$ cat config.mk
export PLATFORM = sky130hd
export DESIGN_NAME = countdown_timer
export DESIGN_NICKNAME = d
export VERILOG_FILES = /design/src/rtl/countdown_timer.sv
export SDC_FILE = /design/constraint.sdc
export NUM_CORES = 1
export LEC_CHECK = 0
export ABC_AREA = 1
export BUFFER_PORTS_ARGS = -buffer_cell sky130_fd_sc_hd__buf_2
export CAP_MARGIN = 25
export CORE_ASPECT_RATIO = 1.4
export CORE_MARGIN = 4
export CORE_UTILIZATION = 43
export DETAILED_ROUTE_END_ITERATION = 16
export HOLD_SLACK_MARGIN = 0.08
export PLACE_DENSITY_LB_ADDON = 0.05
export SYNTH_ARGS = -nofsm -noshare
export SYNTH_HDL_FRONTEND = slang
export SYNTH_SLANG_ARGS = --single-unit
$ cat constraint.sdc
create_clock -name clk -period 3.9 [get_ports clk]
set_clock_uncertainty 0.15 [all_clocks]
set_input_delay 1.17 -clock clk [delete_from_list [all_inputs] [get_ports clk]]
set_output_delay 1.17 -clock clk [all_outputs]
set_load 0.01 [all_outputs]
$ cat src/rtl/countdown_timer.sv
// MM:SS down-counting timer with BCD borrow chain, one-second prescaler,
// one-cycle expiry pulse and held done flag.
module countdown_timer #(
  parameter int TickDiv  = 100_000_000,
  parameter int DivWidth = 27
) (
  input  logic        clk,
  input  logic        reset,
  input  logic        load,
  input  logic [15:0] load_value,
  input  logic        start,
  input  logic        stop,
  output logic [15:0] digits,
  output logic        running,
  output logic        done,
  output logic        expired
);

  typedef enum logic [1:0] {IDLE, RUN, PAUSE, DONE} state_t;

  localparam logic [DivWidth-1:0] TickMax = DivWidth'(TickDiv - 1);

  state_t              state;
  logic [DivWidth-1:0] prescaler;
  logic                tick;
  logic [15:0]         dec_value;

  // Saturate each nibble to its legal BCD maximum (sec_tens tops out at 5).
  function automatic logic [15:0] clamp(input logic [15:0] value);
    logic [15:0] result;
    result[15:12] = (value[15:12] > 4'd9) ? 4'd9 : value[15:12];
    result[11:8]  = (value[11:8]  > 4'd9) ? 4'd9 : value[11:8];
    result[7:4]   = (value[7:4]   > 4'd5) ? 4'd5 : value[7:4];
    result[3:0]   = (value[3:0]   > 4'd9) ? 4'd9 : value[3:0];
    return result;
  endfunction

  // Ripple borrow from sec_ones upward; min_tens never wraps because the
  // count is always nonzero while running.
  function automatic logic [15:0] decrement(input logic [15:0] value);
    logic [15:0] result;
    logic        borrow;
    result = value;
    borrow = 1'b1;
    for (int k = 0; k < 3; k++) begin
      if (borrow) begin
        if (value[4*k +: 4] == 4'd0) begin
          result[4*k +: 4] = (k == 1) ? 4'd5 : 4'd9;
        end else begin
          result[4*k +: 4] = value[4*k +: 4] - 4'd1;
          borrow = 1'b0;
        end
      end
    end
    if (borrow) result[15:12] = value[15:12] - 4'd1;
    return result;
  endfunction

  assign tick      = (state == RUN) && (prescaler == TickMax);
  assign dec_value = decrement(digits);
  assign running   = (state == RUN);
  assign done      = (state == DONE);

  // NOTE: all state updates use non-blocking assignments so every register
  // samples the pre-edge values, regardless of statement order.
  always_ff @(posedge clk) begin
    if (reset) begin
      state     <= IDLE;
      digits    <= 16'h0000;
      prescaler <= '0;
      expired   <= 1'b0;
    end else begin
      expired <= 1'b0;
      unique case (state)
        IDLE: begin
          if (load) begin
            digits    <= clamp(load_value);
            prescaler <= '0;
          end else if (start && !stop) begin
            prescaler <= '0;
            if (digits != 16'h0000) begin
              state <= RUN;
            end else begin
              state   <= DONE;
              expired <= 1'b1;
            end
          end
        end
        RUN: begin
          // Load is ignored while running; the prescaler advances on the
          // stop edge too, so a pause delays the next tick by its length.
          if (tick) begin
            prescaler <= '0;
            if (dec_value == 16'h0000) begin
              digits  <= 16'h0000;
              state   <= DONE;
              expired <= 1'b1;
            end else begin
              digits <= dec_value;
              if (stop) state <= PAUSE;
            end
          end else begin
            prescaler <= prescaler + 1'b1;
            if (stop) state <= PAUSE;
          end
        end
        PAUSE: begin
          if (load) begin
            digits    <= clamp(load_value);
            prescaler <= '0;
            state     <= IDLE;
          end else if (start && !stop) begin
            state <= RUN;
          end
        end
        DONE: begin
          if (load) begin
            digits    <= clamp(load_value);
            prescaler <= '0;
            state     <= IDLE;
          end
        end
        default: state <= IDLE;
      endcase
    end
  end

endmodule

==> metrics.md <==
| Metric | Value |
|---|---|
| Fmax | 361.7 MHz |
| Synth warn | 0 |
| Antenna diode count | 0 |
| Switching power of the nets | 0.3716 mW |
| Worst-Margin Slew | 0.4321 ns |
| Number of buffers added on ports | 39 |
| R2r setup slk | about 1.4 ns |
| Lkg Pwr | roughly 1.4 nW |
| Post-CTS Setup Inserts | 0 |
| Share of synthesized cell area in and, or, nand and nor gates | 0.3661 |
| Mean cell area of the mapped netlist | around 6.6 µm² |
| Register area share after synthesis | 0.3062 |
| Fill count | 717 |
| Reg power frac | 0.443 |
| Routed Wire Length | ~7800 µm |
| Post-synth top area cell | dfxtp_1 |
| Die ar. | roughly 0.0084 mm² |
| Die Ht | 107.0 µm |
| Core area | approximately 0.0067 mm² |
| Slowest CP cell | buf_4 |
| Critical path type | input pin to flip-flop |
| Switching share of power | 0.3216 |
| VDD IR max | 0.1608 mV |
| TritonCTS clock tree | yes |
| Synth Register Bits | 46 |
| Area growth, synth to finish | 12.35% |
| Slew Limit Headroom | 0.7119 |
| Worst setup SP type | input pin |
| CP bufs+invs | 3 |
| Pwr per Cell Area | between 300 and 400 mW/mm² |
| Total CTS buffers | 5 |
| Antenna violations before repair | 0 |
| WP data required | approximately 4.0 ns |
| Clock Power Share | 0.322 |
| Drt drc | 0 |
| Post-CTS sizing | 0 |
| Status | finished, final reports clean |
| Pwr Total | between 1 and 1.5 mW |
| Chip Width | about 79 µm |
| Synth cell types | 44 |
| Logic pwr share | 0.235 |
| Period utilization | 0.7089 |
| Avg WL per Cell | ~13 µm |
| CTS sink cnt | between 40 and 50 |
| Most frequent cells in the layout | 91 x nand2_1, 65 x inv_1, 47 x nor2_1 |
| Compound-Gate Fraction of Synth Area | 0.1918 |
| Worst hold path type | flip-flop to flip-flop |
| Worst endpoint data arrival time | about 2.8 ns |
| DRT iter0 DRCs | 132 |
| Io pins | 40 |
| P_int | just under 0.8 mW |
| Setup tns final | 0 ns |
| Max cap viols | 0 |
| CP top delay family | simple AND/OR/NAND/NOR gates |
| ANT nets after route | 0 |
| Max Root-Sink Buffers | 2 |
| Via density per instance | 5.276 |
| CTS H-tree lvls | 2 |
| HPWL Detailed | between 5000 and 6000 µm |
| Gr usage total | 0.1929 |
| Largest cells by area after synthesis | dfxtp_1 31%, nand2_1 11%, inv_1 8.1% |
| Hold-fix buffers, CTS | 0 |
| Vias in the first global route | 2944 |
| Main combinational cell family by area after synthesis | simple AND/OR/NAND/NOR gates |
| Total number of vias | 3092 |
| Cell Area, Synth | 0.003008 mm² |
| CTS root buf | clkbuf_8 |
| Starting density of the core | 0.4489 |
| Mapped Cells | 457 |
| Syn Nets | between 400 and 500 |
| Gpl congestion | around 0.9 |
| Most common cell after layout, fill and taps aside | nand2_1 |
| Site row count | 35 |
| Fin crit period | 2.765 ns |
| Fin nets | around 520 |
| First-pass GRT wire length | 13050 µm |
| Slowest Stage Delay on Critical Path | between 0.2 and 0.25 ns |
| Global route overflow | 0 |
| Clock transition at path regs | roughly 0.09 ns |
| Max FO, Critical Path | 16 |
| Final hold violation count | 0 |
| Worst-Skew Late Latency | 0.30 ns |
| Share of post-route cells with drive strength above 1 | 0.1761 |
| Adder-Cell Fraction of Synth Area | 0.01248 |
| Pre-antenna DRT Iters | 4 |
| Final-report setup violation count | 0 |
| Area of the multi-input gates | 0.001750 mm² |
| XOR/XNOR Fraction of Synth Area | 0.01165 |
| FF+latch area | 920.9 µm² |
| RSZ-0062 raised after global routing | no |
| Final Max Tran Viols | 0 |
| CP Capture Type | flip-flop |
| Crit path cell chain | buf_2 -> inv_1 -> nand2_1 -> nand2_1 -> nand2_1 -> buf_4 -> nor2_1 -> nand4_1 -> nor2_1 -> nand3_1 -> nor2_1 -> a31oi_1 -> nor3b_1 |
| Pin count of the biggest net entering global routing | 23 |
| Mux cell area share after synthesis | 0 |
| Area share of the largest cell type after synthesis | 0.3062 |
-- stage by stage --
step	instances	cell area (µm²)	util	hold WS, ns	setup slack [ns]
2_1_floorplan	457	3008	-	0.2953	1.383
6_report	586	3379	0.5044	0.3238	1.135
3_3_place_gp	579	3267	0.4876	0.3060	0.8896
5_1_grt	586	3379	0.5044	0.3513	0.8481
4_1_cts	586	3379	0.5044	0.3245	1.152
3_5_place_dp	579	3267	0.4876	0.3099	0.8173
-- cell usage after synthesis (all sizes together) --
| library cell | count |
|---|---|
| o21ai | 29 |
| clkbuf | 5 |
| o22ai | 1 |
| ha | 3 |
| nand3 | 30 |
| o211ai | 2 |
| nor4 | 3 |
| a21oi | 35 |
| inv | 72 |
| xnor2 | 2 |
| or2 | 2 |
| xor2 | 2 |
| o31ai | 1 |
| dfxtp | 46 |
| o21bai | 1 |
| buf | 6 |
| a211oi | 16 |
| nand2 | 100 |
| a22oi | 1 |
| nor3 | 20 |
| a21boi | 1 |
| nand4 | 13 |
| nor2 | 55 |
| nor3b | 3 |
| a31oi | 8 |
-- per-layer routing --
| metal | vias up | wire, µm | track usage |
|---|---|---|---|
| met5 | - | 0 | 0 |
| met3 | 20 | 257 | 0.02269 |
| met1 | 1413 | 3315 | 0.2151 |
| li1 | 1592 | - | - |
| met2 | 67 | 3950 | 0.3578 |
| met4 | 0 | 239 | 0.09000 |
-- path summary, 6_finish.rpt --
path,to,start,cells past startpoint
worst max register to register,digits[6]$_SDFFE_PP0P_,state[0]$_SDFFE_PP0P_,8
worst min register to register,prescaler[25]$_SDFFE_PP0P_,prescaler[25]$_SDFFE_PP0P_,2
worst max-delay path,prescaler[26]$_SDFFE_PP0P_,stop,13
worst min-delay path,prescaler[25]$_SDFFE_PP0P_,prescaler[25]$_SDFFE_PP0P_,2
-- worst reg2reg max path, cell delays in order, from the launching register on --
cell and delay (ns):
dfxtp_1 0.45, nand2_2 0.28, nor3_1 0.27, nand4_2 0.17, o21ai_4 0.31, nand2_4 0.23
inv_1 0.32, o21ai_0 0.13, a31oi_1 0.15
-- logic make-up after synthesis --
kind of cell,count (synthesis)
adders and majority gates,3
and+or+nand+nor,226
AOI/OAI and AO/OA,95
DFF,46
xor gates and xnor gates,4
buffers and inverters,83
-- flip-flops by register name, indices dropped and copies added, names as in the netlist --
name       cells
prescaler     27
expired        1
digits        16
state          2
-- cell type report --
class,instances,share of cell area
multi-input combinational,328,0.5180
clock inverter,1,0.008886
sequential,46,0.2725
clock buffer,6,0.02444
inverter,72,0.07997
tap,92,0.03406
timing repair buffer,41,0.06220
-- power groups by stage --
stage / registers (mW) / clock network (mW) / logic, mW
finish: 0.512 / 0.373 / 0.271
global route: 0.515 / 0.396 / 0.306
CTS: 0.511 / 0.383 / 0.274
detailed placement: 0.522 / 0 / 0.273
global placement: 0.522 / 0 / 0.272
floorplan: 0.525 / 0 / 0.197
(Power assumes the default switching activity.)
